`src/rtl/uart_tx_queue_if.sv`:
```
// Producer/transmitter-facing signal bundle for uart_tx_queue.
// The master side is the environment; the slave side is the queue itself.
interface uart_tx_queue_if #(
    parameter int DEPTH_LOG2 = 4
);
    logic                  wr_en;
    logic [7:0]            wr_data;
    logic                  full;
    logic                  empty;
    logic [DEPTH_LOG2:0]   level;
    logic                  tx_start;
    logic [7:0]            tx_data;
    logic                  tx_busy;

    modport master (
        output wr_en, wr_data, tx_busy,
        input  full, empty, level, tx_start, tx_data
    );

    modport slave (
        input  wr_en, wr_data, tx_busy,
        output full, empty, level, tx_start, tx_data
    );
endinterface

```
`src/rtl/uart_tx_queue.sv`:
```
// Byte FIFO and launch sequencer feeding an 8N1 UART transmitter's start/data/busy handshake.
// Define UART_TXQ_DROP_CNT_EN to add a 16-bit saturating count of pushes dropped while full.
module uart_tx_queue #(
    parameter int DEPTH_LOG2 = 4
) (
    input  logic            clk,
    input  logic            rst_n,
    uart_tx_queue_if.slave  bus
`ifdef UART_TXQ_DROP_CNT_EN
    ,
    output logic [15:0]     drop_cnt
`endif
);
    localparam int DEPTH = 1 << DEPTH_LOG2;
    localparam logic [DEPTH_LOG2:0] LVL_FULL = (DEPTH_LOG2 + 1)'(DEPTH);

    typedef enum logic [1:0] {
        IDLE,
        WAIT_BUSY,
        WAIT_DONE
    } state_t;

    state_t                state, state_next;
    logic [7:0]            mem [DEPTH];
    logic [DEPTH_LOG2-1:0] wr_ptr, rd_ptr;
    logic [DEPTH_LOG2:0]   level_q, level_next;
    logic                  full_q, empty_q;
    logic [1:0]            wait_cnt, wait_cnt_next;
    logic                  tx_start_q, tx_start_next;
    logic [7:0]            tx_data_q, tx_data_next;
    logic                  push, pop;

    // Full is judged on the registered level, so a push in a pop cycle while full is dropped.
    assign push       = bus.wr_en && !full_q;
    assign level_next = level_q + (DEPTH_LOG2 + 1)'(push) - (DEPTH_LOG2 + 1)'(pop);

    always_comb begin
        state_next    = state;
        wait_cnt_next = wait_cnt;
        tx_start_next = 1'b0;
        tx_data_next  = tx_data_q;
        pop           = 1'b0;
        case (state)
            IDLE: begin
                if (!empty_q && !bus.tx_busy) begin
                    pop           = 1'b1;
                    tx_start_next = 1'b1;
                    tx_data_next  = mem[rd_ptr];
                    wait_cnt_next = 2'd0;
                    state_next    = WAIT_BUSY;
                end
            end
            // Give up after four cycles without busy so a lost launch cannot wedge the queue.
            WAIT_BUSY: begin
                if (bus.tx_busy) begin
                    state_next = WAIT_DONE;
                end else if (wait_cnt == 2'd3) begin
                    state_next = IDLE;
                end else begin
                    wait_cnt_next = wait_cnt + 2'd1;
                end
            end
            WAIT_DONE: begin
                if (!bus.tx_busy) begin
                    state_next = IDLE;
                end
            end
            default: state_next = IDLE;
        endcase
    end

    always_ff @(posedge clk or negedge rst_n) begin
        if (!rst_n) begin
            state      <= IDLE;
            wait_cnt   <= 2'd0;
            tx_start_q <= 1'b0;
            tx_data_q  <= 8'h00;
        end else begin
            state      <= state_next;
            wait_cnt   <= wait_cnt_next;
            tx_start_q <= tx_start_next;
            tx_data_q  <= tx_data_next;
        end
    end

    always_ff @(posedge clk or negedge rst_n) begin
        if (!rst_n) begin
            wr_ptr  <= '0;
            rd_ptr  <= '0;
            level_q <= '0;
            full_q  <= 1'b0;
            empty_q <= 1'b1;
        end else begin
            if (push) begin
                wr_ptr <= wr_ptr + DEPTH_LOG2'(1);
            end
            if (pop) begin
                rd_ptr <= rd_ptr + DEPTH_LOG2'(1);
            end
            level_q <= level_next;
            full_q  <= (level_next == LVL_FULL);
            empty_q <= (level_next == '0);
        end
    end

    // Storage carries no reset; a byte is only readable once level counts it.
    always_ff @(posedge clk) begin
        if (push) begin
            mem[wr_ptr] <= bus.wr_data;
        end
    end

`ifdef UART_TXQ_DROP_CNT_EN
    logic [15:0] drop_q;

    always_ff @(posedge clk or negedge rst_n) begin
        if (!rst_n) begin
            drop_q <= 16'h0000;
        end else if (bus.wr_en && full_q && (drop_q != 16'hFFFF)) begin
            drop_q <= drop_q + 16'd1;
        end
    end

    assign drop_cnt = drop_q;
`endif

    assign bus.full     = full_q;
    assign bus.empty    = empty_q;
    assign bus.level    = level_q;
    assign bus.tx_start = tx_start_q;
    assign bus.tx_data  = tx_data_q;
endmodule

```
`src/flat_wrapper.sv`:
```
// flat-port wrapper written by rule: the top's interface ports become plain ports
module uart_tx_queue_flat 
#(
    parameter int DEPTH_LOG2 = 4
)
  (clk, rst_n, bus_wr_en, bus_wr_data, bus_tx_busy, bus_full, bus_empty, bus_level, bus_tx_start, bus_tx_data);
  uart_tx_queue_if #(.DEPTH_LOG2(DEPTH_LOG2)) bus_i ();
  input  logic clk;
  input  logic rst_n;
  input wire logic [$bits(bus_i.wr_en)-1:0] bus_wr_en;
  input wire logic [$bits(bus_i.wr_data)-1:0] bus_wr_data;
  input wire logic [$bits(bus_i.tx_busy)-1:0] bus_tx_busy;
  output wire logic [$bits(bus_i.full)-1:0] bus_full;
  output wire logic [$bits(bus_i.empty)-1:0] bus_empty;
  output wire logic [$bits(bus_i.level)-1:0] bus_level;
  output wire logic [$bits(bus_i.tx_start)-1:0] bus_tx_start;
  output wire logic [$bits(bus_i.tx_data)-1:0] bus_tx_data;
  assign bus_i.wr_en = bus_wr_en;
  assign bus_i.wr_data = bus_wr_data;
  assign bus_i.tx_busy = bus_tx_busy;
  assign bus_full = bus_i.full;
  assign bus_empty = bus_i.empty;
  assign bus_level = bus_i.level;
  assign bus_tx_start = bus_i.tx_start;
  assign bus_tx_data = bus_i.tx_data;
  uart_tx_queue #(.DEPTH_LOG2(DEPTH_LOG2)) u_core (.clk(clk), .rst_n(rst_n), .bus(bus_i));
endmodule
```
`config.mk`:
```
export PLATFORM = sky130hd
export DESIGN_NAME = uart_tx_queue_flat
export DESIGN_NICKNAME = d
export VERILOG_FILES = /design/src/rtl/uart_tx_queue_if.sv /design/src/rtl/uart_tx_queue.sv /design/src/flat_wrapper.sv
export SDC_FILE = /design/constraint.sdc
export NUM_CORES = 1
export LEC_CHECK = 0
export CAP_MARGIN = 20
export CORE_MARGIN = 5
export CORE_UTILIZATION = 52
export DETAILED_ROUTE_END_ITERATION = 12
export GPL_ROUTABILITY_DRIVEN = 0
export HOLD_SLACK_MARGIN = 0.05
export PLACE_DENSITY = 0.7
export SYNTH_ARGS = -nofsm -noshare
export SYNTH_HDL_FRONTEND = slang
export SYNTH_SLANG_ARGS = --single-unit
```
`constraint.sdc`:
```
create_clock -name clk -period 4.1 [get_ports clk]
set_input_delay 0.615 -clock clk [delete_from_list [all_inputs] [get_ports clk]]
set_output_delay 0.615 -clock clk [all_outputs]
set_load 0.02 [all_outputs]
```
# Yosys cells after proc, flatten, opt, wreduce, memory -nomap -nowiden
# Memories as Yosys holds them, arrays and structs flattened. A register that Yosys moved wholly into a read port is not among the register bits.
# Cells that the tools add are included.
[op_classes]
mux = 13
reduce_logical = 12
addsub = 5
eq_ne = 9
[ops]
columns = ["op", "count"]
rows = [
  ["$mux W2", 7],
  ["$add A4 B1 Y4 const B", 2],
  ["$ne A2 B2 Y1 const B", 3],
  ["$pmux W2 S3", 1],
  ["$add A5 B1 Y5", 1],
  ["$eq A5 B5 Y1 const B", 1],
  ["$logic_not A5 Y1", 1],
  ["$sub A5 B1 Y5", 1],
  ["$eq A2 B2 Y1 const B", 2],
  ["$logic_not A1 Y1", 4],
  ["$mux W1", 4],
  ["$pmux W2 S2", 1],
  ["$reduce_and A4 Y1", 1],
  ["$ne A3 B2 Y1 const B", 1],
  ["$reduce_and A3 Y1", 1],
  ["$add A2 B1 Y2 const B", 1],
  ["$eq A2 B1 Y1 const B", 1],
  ["$logic_and A1 B1 Y1", 2],
  ["$logic_not A2 Y1", 1],
  ["$ne A2 B1 Y1 const B", 1],
  ["$reduce_and A2 Y1", 1],
  ["$reduce_bool A2 Y1", 1],
]
[totals]
mem_bits_rw = 128
out_inout_bits = 16
memories = 1
regBits = 20
[memory_table]
columns = ["name", "words", "word_bits", "read_ports", "rd_ports_with_merged_regs", "write_ports", "line_no", "source"]
rows = [
  ["u_core.mem", 16, 8, 1, 1, 1, "uart_tx_queue.sv:24", "logic [7:0] mem [DEPTH];"],
]

# Logic depth before layout (Yosys ltp)
# Gate-level depths: netlist (run 1).
[logic_depth]
ltp_word = 6
mapped_depth = 10

# Worst setup path after synthesis (run 1)
# OpenSTA, ideal clock, no wires.
[synth_path]
path_kind = "in2reg"
start = "in bus_tx_busy"
end = "reg u_core.full_q (netlist: u_core.bus.full)"
slack_ns = 1.325
arrival_ns = 2.687
required_ns = 4.012
path_stages = 8
cell_sequence = "or4_1 > inv_2 > ha_1 > inv_1 > ha_1 > fa_1 > or3_1 > nor3b_1"
[synth_via]
elab_chain_cells = 6
[synth_rtl]
columns = ["element", "line_no", "source"]
rows = [
  ["start: declaration", "flat_wrapper.sv:12", "input wire logic [$bits(bus_i.tx_busy)-1:0] bus_tx_busy;"],
  ["$logic_not A1 Y1", "uart_tx_queue.sv:45", "if (!empty_q && !bus.tx_busy) begin"],
  ["$logic_and A1 B1 Y1", "uart_tx_queue.sv:45", ""],
  ["$mux W1", "uart_tx_queue.sv:45", ""],
  ["$mux W1", "uart_tx_queue.sv:43", "case (state)"],
  ["named net u_core.pop", "uart_tx_queue.sv:31", "logic push, pop;"],
  ["$sub A5 B1 Y5", "uart_tx_queue.sv:35", "assign level_next = level_q + (DEPTH_LOG2 + 1)'(push) - (DEPTH_LOG2 + 1)'(pop);"],
  ["named net u_core.level_next[1]", "uart_tx_queue.sv:26", "logic [DEPTH_LOG2:0] level_q, level_next;"],
  ["$eq A5 B5 Y1", "uart_tx_queue.sv:101", "full_q <= (level_next == LVL_FULL);"],
  ["end signal: assignment", "uart_tx_queue.sv:101", ""],
  ["end: declaration", "uart_tx_queue.sv:27", "logic full_q, empty_q;"],
]
# The timed path passes the listed nets, and every way through them passes these cells.
# A chain may end at the register's enable or synchronous reset.

# Final worst setup path (run 1)
# Same ends and word-level chain as after synthesis.

==> Implementation_results.wiki, run 1 <==
{| class="wikitable"
! Metric !! Value
|-
| Run status || completed
|-
| Final core occ || 0.612
|-
| Setup repair after global routing missed its margin || false
|-
| Number of DRC violations after detailed-routing iteration 0 || around 200
|-
| Register-to-register setup slack || 1.39 ns
|-
| Actual slew at the worst max-slew pin || approximately 0.9 ns
|-
| Number of vias in the routed layout || 3,100
|-
| Number of endpoints failing setup at the final stage || 0
|-
| Primary flip-flop cell chosen by synthesis mapping || sky130_fd_sc_hd__edfxtp_1
|-
| Number of nets still failing antenna checks after routing || 0
|-
| Via count normalized by instance count || 5.74
|-
| Starting utilization of the core area || 0.529
|-
| Post-route minimum period || a little under 3 ns
|-
| Number of buffers on the longest clock path || 2
|-
| Number of antenna violations at the first check in global routing || 0
|-
| Clock Tree Root || sky130_fd_sc_hd__clkbuf_16
|-
| Leading post-synthesis cells by cell area || sky130_fd_sc_hd__edfxtp_1, sky130_fd_sc_hd__dfrtp_1, sky130_fd_sc_hd__mux4_2, sky130_fd_sc_hd__mux2i_1, sky130_fd_sc_hd__mux4_1
|-
| Register area share after synthesis || 0.716
|-
| Post-synthesis async set-or-reset flop share || 0.179
|-
| Syn Inst Count || 345
|-
| Worst clock skew || 0.0117 ns
|-
| Remaining global-route overflow || 0
|-
| Setup crit start || bus_tx_busy
|-
| Sink count of the clock tree || between 150 and 200
|-
| Pre-CTS setup slack || roughly 0.76 ns
|-
| Worst IR Drop VDD || between 300 and 400 uV
|-
| Design area || 0.00735 sq mm
|-
| Critical path start-end classification || in2reg
|-
| Detail-routed net length per standard cell || 21.8 um
|-
| Fin nets || 404
|-
| Area enclosed by the die boundary || 0.0145 sq mm
|-
| Total Routing Usage GR || 0.172
|-
| Share of power burned in the clock network || 0.300
|-
| Maximum net fanout on the critical path || 6
|-
| Number of I/O port buffers || 27
|-
| Reg-to-reg startpoint || u_core.state[0]
|-
| Arr. time, crit path || 3.27 ns
|-
| Final total negative setup slack || 0 ns
|-
| CTS Buf Count || 17
|-
| Fraction of final layout cells sized beyond drive strength 1 || 0.170
|-
| CTS clk-pin slew, worst paths || ~0.060 ns
|-
| Mean instance size in the synthesized netlist || 18.4 sq um
|-
| Max Fclk || about 340 MHz
|-
| Share of the clock period used by the worst path after layout || 0.719
|-
| Max_slew headroom || 0.411
|-
| Post-route total power || 5.34 mW
|-
| Post-synthesis sequential element count || 156
|-
| Y dimension of the die || 120 um
|-
| Hold Path Class || reg2reg
|-
| Post-cts sizing count || 0
|-
| Portion of synthesized cell area occupied by the leading cell type || 0.605
|-
| CTS Hold Buffers Added || 0
|-
| DRC violation count after routing || 0
|-
| Endpoint of the worst-slack reg-to-reg timing path || u_core.bus.full
|-
| Count of endpoints failing hold in the final timing report || 0
|-
| I/O Pins || 28
|-
| Number of max-capacitance violations reported || 0
|-
| DR pass1 iterations || 4
|-
| Clock tree from TritonCTS || done
|-
| Post-detail-place hpwl || 7630 um
|-
| Die Span X || 120 um
|-
| Instance area at placement || 0.00673 sq mm
|-
| Std cell rows || 40
|-
| Antenna diode count || 0
|-
| Seq pwr share || 0.418
|-
| Share of total power consumed by net switching || 0.302
|-
| Sort of element at the start of the critical path || input pin
|-
| Yosys Warn Count || 0
|-
| Post-synth net total || 369
|-
| Comb pwr share || 0.282
|-
| H-Tree Level Count || 4
|-
| Critical path endpoint category || flop
|-
| Count of flip-flops with a built-in enable after synthesis || 128
|-
| Total Wirelength || roughly 12,000 um
|-
| Number of different library cells in the post-synthesis netlist || 40
|-
| Yosys top cell by area || sky130_fd_sc_hd__edfxtp_1
|-
| Placeable core area || 0.0120 sq mm
|-
| Required time of the worst setup path || 4.42 ns
|-
| Synth Cell Area || 0.00635 sq mm
|-
| Via count of the first global-routing pass || slightly above 3,000
|-
| Pin count of the biggest net entering global routing || 29
|-
| Leakage power of the design || 2.63 nW
|-
| Placed instance count || 508
|-
| Setup fix buffers added after clock tree synthesis || 0
|-
| Number of max-slew violations in the final report || 0
|-
| PwrDens || 728 mW/mm^2
|-
| Internal || between 3 and 4 mW
|-
| Setup slack of the critical path after layout || 1.15 ns
|-
| NetSw || about 1.6 mW
|-
| Post-Route Hold Slack || 0.499 ns
|-
| CP endpoint || u_core.bus.full
|-
| Non-filler instance count after layout || 540
|-
| Signed area change from the synthesized netlist to the final layout || 15.7%
|-
| Wire length of the first global-routing pass || 18,200 um
|-
| Clock latency of the later-clocked register in the worst-skew pair || 0.41 ns
|-
| Length in cells of the worst reg-to-reg path || 10
|}
## power by group through the flow
stage | combinational (mW) | sequential, mW | clock (mW)
after detailed placement | 1.51 | 2.28 | 0
after global placement | 1.49 | 2.26 | 0
after global routing | 1.63 | 2.28 | 1.70
after floorplan | 1.14 | 2.20 | 0
after CTS | 1.53 | 2.24 | 1.62
final | 1.51 | 2.24 | 1.60
## area by class of cell
| class | instances | area [sq um] |
|---|---|---|
| clock buffer | 20 | 447 |
| fill | 869 | 4670 |
| timing repair buffer | 31 | 300 |
| tap | 147 | 184 |
| sequential | 156 | 4550 |
| inverter | 10 | 37.5 |
| clock inverter | 12 | 165 |
| multi-input combinational | 164 | 1670 |
## cells by family (layout without fill, tap and decap cells)
| logic type | Yosys count | in the layout | synth area share |
|---|---|---|---|
| DFF | 156 | 156 | 0.716 |
| buffers and inverters | 25 | 73 | 0.0217 |
| muxes | 51 | 51 | 0.131 |
| adders and majority gates | 12 | 12 | 0.0248 |
| xor gates and xnor gates | 11 | 11 | 0.0152 |
| AOI/OAI and AO/OA | 33 | 33 | 0.0428 |
| and+or+nand+nor | 57 | 57 | 0.0485 |
## cell usage after synthesis (all sizes together) (2+ instances only)
| master | number |
|---|---|
| edfxtp | 128 |
| dfrtp | 27 |
| inv | 10 |
| nand2 | 17 |
| nand3 | 3 |
| ha | 11 |
| nand4 | 2 |
| nor3b | 2 |
| and3b | 2 |
| a21o | 3 |
| o21ai | 2 |
| and2 | 19 |
| mux2i | 22 |
| nor2b | 3 |
| nor2 | 4 |
| o211ai | 7 |
| a21oi | 3 |
| mux2 | 8 |
| mux4 | 21 |
| buf | 13 |
| xor2 | 2 |
| a22oi | 17 |
| xnor2 | 9 |
| clkbuf | 2 |
## how the worst min path moves through the flow
| stage | from | to | slack (ns) | depth (start not counted) |
|---|---|---|---|---|
| 6_report | u_core.rd_ptr[3] | u_core.rd_ptr[3] | 0.50 | 1 |
| 5_1_grt | u_core.rd_ptr[3] | u_core.rd_ptr[3] | 0.53 | 1 |
| 4_1_cts | u_core.rd_ptr[3] | u_core.rd_ptr[3] | 0.50 | 1 |
| 3_5_place_dp | u_core.rd_ptr[3] | u_core.rd_ptr[3] | 0.48 | 1 |
| 3_3_place_gp | u_core.bus.tx_data[6] | u_core.bus.tx_data[6] | 0.48 | 2 |
| 2_1_floorplan | rst_n | u_core.bus.full | 0.32 | 0 |
## registers in the layout, summed over array words and instances (netlist names)
signal,count
u_core.bus.empty,1
u_core.bus.full,1
u_core.bus.level,5
u_core.bus.tx_data,8
u_core.bus.tx_start,1
u_core.mem,128
u_core.rd_ptr,4
u_core.state,2
u_core.wait_cnt,2
u_core.wr_ptr,4
## placed cells by master (no fill, tap or decap), types with 4 or more instances in the layout
| master | instances |
|---|---|
| sky130_fd_sc_hd__inv_1 | 9 |
| sky130_fd_sc_hd__mux2_4 | 7 |
| sky130_fd_sc_hd__mux4_2 | 15 |
| sky130_fd_sc_hd__and2_1 | 19 |
| sky130_fd_sc_hd__mux2i_1 | 22 |
| sky130_fd_sc_hd__clkdlybuf4s50_1 | 27 |
| sky130_fd_sc_hd__nand2_1 | 17 |
| sky130_fd_sc_hd__mux4_1 | 6 |
| sky130_fd_sc_hd__clkbuf_16 | 17 |
| sky130_fd_sc_hd__nor2_1 | 4 |
| sky130_fd_sc_hd__xnor2_1 | 9 |
| sky130_fd_sc_hd__buf_4 | 4 |
| sky130_fd_sc_hd__edfxtp_1 | 128 |
| sky130_fd_sc_hd__dfrtp_1 | 26 |
| sky130_fd_sc_hd__o211ai_1 | 7 |
| sky130_fd_sc_hd__ha_1 | 11 |
| sky130_fd_sc_hd__a22oi_2 | 7 |
| sky130_fd_sc_hd__a22oi_1 | 10 |
## layer usage
layer / track usage / vias up / share of wire
met2: 0.292 / 69 / 0.52
met4: 0.0475 / 0 / 0.011
met5: 0 / - / 0
met3: 0.0430 / 11 / 0.032
li1: - / 1420 / -
met1: 0.222 / 1600 / 0.44
## critical path, stage by stage
cell and delay [ns]:
sky130_fd_sc_hd__clkdlybuf4s50_1 0.45, sky130_fd_sc_hd__or4_1 0.57, sky130_fd_sc_hd__inv_2 0.12, sky130_fd_sc_hd__ha_1 0.12, sky130_fd_sc_hd__inv_1 0.04, sky130_fd_sc_hd__ha_1 0.21, sky130_fd_sc_hd__fa_1 0.40, sky130_fd_sc_hd__a21o_1 0.18
sky130_fd_sc_hd__a21oi_1 0.17, sky130_fd_sc_hd__xnor2_1 0.17, sky130_fd_sc_hd__nor3b_1 0.21
No activity file was read; power rests on OpenSTA's default activity.
==> run 2: changes to the inputs <==
==> constraint.sdc (replaced) <==
create_clock -name clk -period 2.9 [get_ports clk]
set_input_delay 0.435 -clock clk [delete_from_list [all_inputs] [get_ports clk]]
set_output_delay 0.435 -clock clk [all_outputs]
set_load 0.02 [all_outputs]
==> run 2 against run 1 <==
Design area increased by 0.56%. Sequential power increased by 36%. Setup slack lost 0.97 ns. Power grew 42%. Global-route usage increased by 1.0 points. Flip-flop and latch count unchanged. Die area is the same. Register-to-register slack got worse by 1.2 ns. Routed wire length grew 2.2%. Combinational power up 50%. Via count up 0.55%. Worst hold slack got worse by 0.087 ns. Critical endpoint unchanged.
==> Implementation_results.wiki, run 2 (same netlist as run 1, synthesis figures left out) <==
{| class="wikitable"
! Metric !! Value
|-
| Share of the clock period used by the worst path after layout || 0.937
|-
| Critical path start-end classification || in2reg
|-
| Number of flip-flops in the largest register || 128
|-
| Via count normalized by instance count || 5.71
|-
| Via count of the first global-routing pass || ~3,300
|-
| Number of max-slew violations in the final report || 0
|-
| Clock latency of the later-clocked register in the worst-skew pair || 0.42 ns
|-
| Setup slack of the critical path after layout || 0.182 ns
|-
| Pin count of the biggest net entering global routing || 29
|-
| Number of I/O port buffers || 27
|-
| Maximum single-stage delay on the critical path || 0.59 ns
|-
| Fin nets || 410
|-
| Clock Tree Root || sky130_fd_sc_hd__clkbuf_16
|-
| Setup repair after global routing missed its margin || false
|-
| Library cell contributing the largest single delay on the critical path || sky130_fd_sc_hd__or4_1
|-
| CTS Hold Buffers Added || 0
|-
| Sink count of the clock tree || roughly 160
|-
| Fraction of final layout cells sized beyond drive strength 1 || 0.178
|-
| PwrDens || ~1000 mW/mm^2
|-
| Clock tree from TritonCTS || done
|-
| CTS Buf Count || 17
|-
| Critical path endpoint category || flop
|-
| Number of DRC violations after detailed-routing iteration 0 || 243
|-
| Post-cts sizing count || 0
|-
| Antenna diode count || 0
|-
| Cell repeated most along the worst path || sky130_fd_sc_hd__ha_1
|-
| Total Routing Usage GR || 0.182
|-
| Largest Register || u_core.mem
|-
| Reg-to-reg startpoint || u_core.state[0]
|-
| Setup fix buffers added after clock tree synthesis || 0
|-
| Total Wirelength || 12,000 um
|-
| Std cell rows || 40
|-
| Number of vias in the routed layout || 3,117
|-
| Number of buffers on the longest clock path || 2
|-
| Max Fclk || 368 MHz
|-
| Area enclosed by the die boundary || approximately 0.015 sq mm
|-
| Post-route minimum period || roughly 2.7 ns
|-
| Final core occ || 0.615
|-
| Cell type group with the largest total delay on the critical path || simple AND/OR/NAND/NOR gates
|-
| Commonest non-fill, non-tap cell in the layout || sky130_fd_sc_hd__edfxtp_1
|-
| Leakage power of the design || about 2.7 nW
|-
| I/O Pins || 28
|-
| Die Span X || about 120 um
|-
| Hold Path Class || in2async
|-
| DRC violation count after routing || 0
|-
| Detail-routed net length per standard cell || ~22 um
|-
| Number of fill cells || 870
|-
| CTS clk-pin slew, worst paths || 0.06 ns
|-
| Levels on crit path || 11
|-
| Total buffers and inverters traversed by the critical path || 3
|-
| DR pass1 iterations || 5
|-
| Worst IR Drop VDD || between 300 and 400 uV
|-
| Worst clock skew || 0.00818 ns
|-
| Maximum net fanout on the critical path || 3
|-
| Number of nets still failing antenna checks after routing || 0
|-
| Post-route total power || between 7 and 8 mW
|-
| Arr. time, crit path || 3.04 ns
|-
| Pre-CTS setup slack || -0.234 ns
|-
| Run status || completed
|-
| Sequence of cells on the critical path || clkdlybuf4s50_1 > or4_1 > inv_2 > ha_1 > inv_1 > ha_1 > fa_1 > a21o_1 > a21oi_1 > xnor2_1 > nor3b_1
|-
| Actual slew at the worst max-slew pin || 0.648 ns
|-
| Number of antenna violations at the first check in global routing || 0
|-
| Number of max-capacitance violations reported || 0
|-
| Length in cells of the worst reg-to-reg path || 10
|-
| Required time of the worst setup path || 3.22 ns
|-
| Placeable core area || approximately 0.012 sq mm
|-
| Commonest cells after routing, fill and taps aside || sky130_fd_sc_hd__edfxtp_1, sky130_fd_sc_hd__clkdlybuf4s50_1, sky130_fd_sc_hd__dfrtp_1, sky130_fd_sc_hd__mux2i_1, sky130_fd_sc_hd__and2_1
|-
| Starting utilization of the core area || 0.529
|-
| Post-detail-place hpwl || 7900 um
|-
| Number of endpoints failing setup at the final stage || 0
|-
| Register-to-register setup slack || 0.19 ns
|-
| Endpoint of the worst-slack reg-to-reg timing path || u_core.bus.full
|-
| Count of endpoints failing hold in the final timing report || 0
|-
| Max_slew headroom || 0.567
|-
| Wire length of the first global-routing pass || 19,200 um
|-
| Sort of element at the start of the critical path || input pin
|-
| Remaining global-route overflow || 0
|-
| Y dimension of the die || 120 um
|-
| Post-Route Hold Slack || roughly 0.4 ns
|-
| Final total negative setup slack || 0 ns
|-
| H-Tree Level Count || 4
|-
| Signed area change from the synthesized netlist to the final layout || 16.4%
|}
-- run 2: changes by cell type in the layout (fill, tap and decap cells not counted) --
cell and delta:
sky130_fd_sc_hd__inv_8 -1, sky130_fd_sc_hd__clkinv_2 +2, sky130_fd_sc_hd__clkinv_1 +1, sky130_fd_sc_hd__inv_6 -2
sky130_fd_sc_hd__clkbuf_1 +1, sky130_fd_sc_hd__buf_4 +6, sky130_fd_sc_hd__clkbuf_8 -1, sky130_fd_sc_hd__bufinv_16 +1
sky130_fd_sc_hd__clkinv_4 -1
-- run 2: per-stage QoR --
stage / area, sq um / std cells
CTS: 7390 / 546
global placement: 6780 / 514
global route: 7390 / 546
finish: 7390 / 546
detailed placement: 6780 / 514
floorplan: 6350 / 345
-- run 2: metal layers --
metal / GRT usage / vias to the layer above / share of wire
met2: 0.301 / 77 / 0.52
met1: 0.236 / 1593 / 0.42
met4: 0.0694 / 0 / 0.015
met3: 0.0426 / 16 / 0.045
met5: 0 / - / 0
li1: - / 1431 / -
-- run 2: report_power, final --
| part | internal [mW] | switching, mW |
|---|---|---|
| combinational | 1.10 | 1.17 |
| clock | 1.43 | 0.835 |
| sequential | 2.81 | 0.242 |
-- run 2: worst reg2reg max path: cells and delay by family, from the launching register on --
| kind | cells | cell delay [ns] |
|---|---|---|
| AOI/OAI and AO/OA | 2 | 0.34 |
| buffers and inverters | 2 | 0.13 |
| adders and majority gates | 3 | 0.74 |
| xor gates and xnor gates | 1 | 0.19 |
| DFF | 1 | 0.43 |
| and+or+nand+nor | 2 | 0.80 |
-- run 2: worst max-delay path by stage --
stage               startpoint              end
2_1_floorplan      bus_tx_busy  u_core.bus.full
3_3_place_gp       bus_tx_busy  u_core.bus.full
3_5_place_dp       bus_tx_busy  u_core.bus.full
4_1_cts        u_core.state[0]  u_core.bus.full
5_1_grt        u_core.state[0]  u_core.bus.full
6_report           bus_tx_busy  u_core.bus.full
-- run 2: layout make-up --
cell class | instances | area [sq um] | area share
flip-flops and latches | 156 | 4550 | 0.616
multi-input cells | 164 | 1670 | 0.225
repair buffers | 37 | 345 | 0.0467
well taps | 147 | 184 | 0.0249
clock buffers | 20 | 437 | 0.0591
inverters | 10 | 37.5 | 0.00508
clock inverters | 12 | 171 | 0.0232
==> run 3: changes to the inputs <==
--- a/config.mk
+++ b/config.mk
@@ -6,12 +6,14 @@
 export NUM_CORES = 1
 export LEC_CHECK = 0
 export CAP_MARGIN = 20
+export CELL_PAD_IN_SITES_DETAIL_PLACEMENT = 0
+export CELL_PAD_IN_SITES_GLOBAL_PLACEMENT = 2
 export CORE_MARGIN = 5
-export CORE_UTILIZATION = 52
+export CORE_UTILIZATION = 46
 export DETAILED_ROUTE_END_ITERATION = 12
 export GPL_ROUTABILITY_DRIVEN = 0
 export HOLD_SLACK_MARGIN = 0.05
-export PLACE_DENSITY = 0.7
+export PLACE_DENSITY = 0.79
 export SYNTH_ARGS = -nofsm -noshare
 export SYNTH_HDL_FRONTEND = slang
 export SYNTH_SLANG_ARGS = --single-unit
==> run 3 against run 2 <==
Clock power is 3% lower. Combinational power barely moved. Design area increased by 0.71%. First-iteration DRC count shrank 25%. Final cell count is 5.7% higher. Global-route usage decreased by 1.8 points. Count of clock-buffer cells in the layout shrank 2. Clock skew grew 0.0088 ns. Power fell by 0.11%. Critical path type unchanged. Non-clock buffer count increased by 1. Flip-flop and latch count unchanged.
==> Implementation_results.wiki, run 3 (same netlist as run 1, synthesis figures left out) <==
{| class="wikitable"
! Metric !! Value
|-
| Run status || completed
|-
| Critical path endpoint category || flop
|-
| Fin nets || between 400 and 500
|-
| Via count normalized by instance count || 5.34
|-
| CTS Hold Buffers Added || 0
|-
| Arr. time, crit path || 3.08 ns
|-
| CTS clk-pin slew, worst paths || around 0.060 ns
|-
| Number of antenna violations at the first check in global routing || 0
|-
| Leakage power of the design || ~2.7 nW
|-
| Remaining global-route overflow || 0
|-
| Largest Register || u_core.mem
|-
| PwrDens || 1020 mW/mm^2
|-
| CTS Buf Count || 17
|-
| Placeable core area || 0.0137 sq mm
|-
| Area enclosed by the die boundary || about 0.016 sq mm
|-
| Total buffers and inverters traversed by the critical path || 3
|-
| Clock Tree Root || sky130_fd_sc_hd__clkbuf_16
|-
| Cell type group with the largest total delay on the critical path || simple AND/OR/NAND/NOR gates
|-
| Number of max-capacitance violations reported || 0
|-
| Max_slew headroom || 0.525
|-
| Starting utilization of the core area || 0.463
|-
| Post-cts sizing count || 0
|-
| Actual slew at the worst max-slew pin || 0.713 ns
|-
| Clock latency of the later-clocked register in the worst-skew pair || 0.42 ns
|-
| Worst IR Drop VDD || about 690 uV
|-
| Maximum single-stage delay on the critical path || 0.58 ns
|-
| Share of the clock period used by the worst path after layout || 0.943
|-
| Wire length of the first global-routing pass || between 15,000 and 20,000 um
|-
| Critical path start-end classification || in2reg
|-
| Cell repeated most along the worst path || sky130_fd_sc_hd__ha_1
|-
| Y dimension of the die || 127 um
|-
| Worst clock skew || ~0.017 ns
|-
| Max Fclk || about 370 MHz
|-
| Pin count of the biggest net entering global routing || 29
|-
| Setup fix buffers added after clock tree synthesis || 0
|-
| Commonest cells after routing, fill and taps aside || sky130_fd_sc_hd__edfxtp_1, sky130_fd_sc_hd__clkdlybuf4s50_1, sky130_fd_sc_hd__dfrtp_1, sky130_fd_sc_hd__mux2i_1, sky130_fd_sc_hd__and2_1
|-
| DRC violation count after routing || 0
|-
| Number of DRC violations after detailed-routing iteration 0 || between 150 and 200
|-
| H-Tree Level Count || 4
|-
| Commonest non-fill, non-tap cell in the layout || sky130_fd_sc_hd__edfxtp_1
|-
| Std cell rows || 43
|-
| Required time of the worst setup path || roughly 3.2 ns
|-
| Number of nets still failing antenna checks after routing || 0
|-
| Signed area change from the synthesized netlist to the final layout || 17.2%
|-
| Post-route total power || around 7.6 mW
|-
| Antenna diode count || 0
|-
| Setup repair after global routing missed its margin || false
|-
| Count of endpoints failing hold in the final timing report || 0
|-
| Number of vias in the routed layout || a little over 3,000
|-
| Sequence of cells on the critical path || clkdlybuf4s50_1 > or4_1 > inv_2 > ha_1 > inv_1 > ha_1 > fa_1 > a21o_1 > a21oi_1 > xnor2_1 > nor3b_2
|-
| Number of I/O port buffers || 27
|-
| Clock tree from TritonCTS || done
|-
| Post-Route Hold Slack || 0.428 ns
|-
| Total Routing Usage GR || 0.164
|-
| Library cell contributing the largest single delay on the critical path || sky130_fd_sc_hd__or4_1
|-
| I/O Pins || 28
|-
| Via count of the first global-routing pass || ~3,300
|-
| Number of buffers on the longest clock path || 2
|-
| Number of max-slew violations in the final report || 0
|-
| Hold Path Class || in2async
|-
| Maximum net fanout on the critical path || 3
|-
| Total Wirelength || 12,200 um
|-
| DR pass1 iterations || 4
|-
| Post-detail-place hpwl || 7750 um
|-
| Sort of element at the start of the critical path || input pin
|-
| Fraction of final layout cells sized beyond drive strength 1 || 0.174
|-
| Number of flip-flops in the largest register || 128
|-
| Sink count of the clock tree || 156
|-
| Post-route minimum period || 2.74 ns
|-
| Die Span X || roughly 130 um
|-
| Detail-routed net length per standard cell || 21.1 um
|-
| Number of endpoints failing setup at the final stage || 0
|}
run 3: cell types whose count changed in the layout (fill, tap and decap cells not counted):
cell,change
sky130_fd_sc_hd__nor3b_2,+1
sky130_fd_sc_hd__clkinv_2,-1
sky130_fd_sc_hd__buf_4,-1
sky130_fd_sc_hd__clkinvlp_4,-1
sky130_fd_sc_hd__clkinv_4,-2
sky130_fd_sc_hd__clkinv_1,+3
sky130_fd_sc_hd__buf_12,+2
sky130_fd_sc_hd__clkbuf_1,-2
sky130_fd_sc_hd__nor3b_1,-1
run 3: stage by stage:
step / util / std cells / instance area (sq um) / TNS [ns] / setup slack (ns)
floorplan: - / 345 / 6350 / 0 / 0.305
global placement: 0.499 / 548 / 6850 / -0.423 / -0.222
detailed placement: 0.499 / 548 / 6850 / -0.552 / -0.274
CTS: 0.542 / 577 / 7430 / 0 / 0.137
global route: 0.542 / 577 / 7440 / 0 / 0.0350
finish: 0.542 / 577 / 7440 / 0 / 0.164
run 3: area by class of cell:
cell class | count | area, sq um
Sequential cell | 156 | 4550
Inverter | 10 | 37.5
Fill cell | 1049 | 6280
Tap cell | 180 | 225
Multi-Input combinational cell | 164 | 1670
Timing Repair Buffer | 38 | 378
Clock inverter | 11 | 153
Clock buffer | 18 | 429
run 3: final timing paths:
check | to | from | slack (ns) | cells after the start
min reg2reg | u_core.rd_ptr[3] | u_core.rd_ptr[3] | 0.49 | 1
max reg2reg | u_core.bus.full | u_core.state[0] | 0.19 | 10
max | u_core.bus.full | bus_tx_busy | 0.16 | 11
min | u_core.wait_cnt[0] | rst_n | 0.43 | 2
min in group clk | u_core.rd_ptr[3] | u_core.rd_ptr[3] | 0.49 | 1
max in group asynchronous | u_core.bus.empty | rst_n | 2.14 | 2
run 3: routing by layer:
| layer | global-route usage | share of wire | up-vias |
|---|---|---|---|
| li1 | - | - | 1427 |
| met4 | 0.0707 | 0.020 | 0 |
| met2 | 0.269 | 0.50 | 71 |
| met1 | 0.207 | 0.43 | 1569 |
| met3 | 0.0397 | 0.045 | 17 |
| met5 | 0 | 0 | - |
run 3: power by group:
part	total (mW)	internal (mW)	switching, mW
Combinational	2.28	1.14	1.14
Sequential	3.10	2.81	0.286
Clock	2.21	1.41	0.798
Total	7.59	5.36	2.22
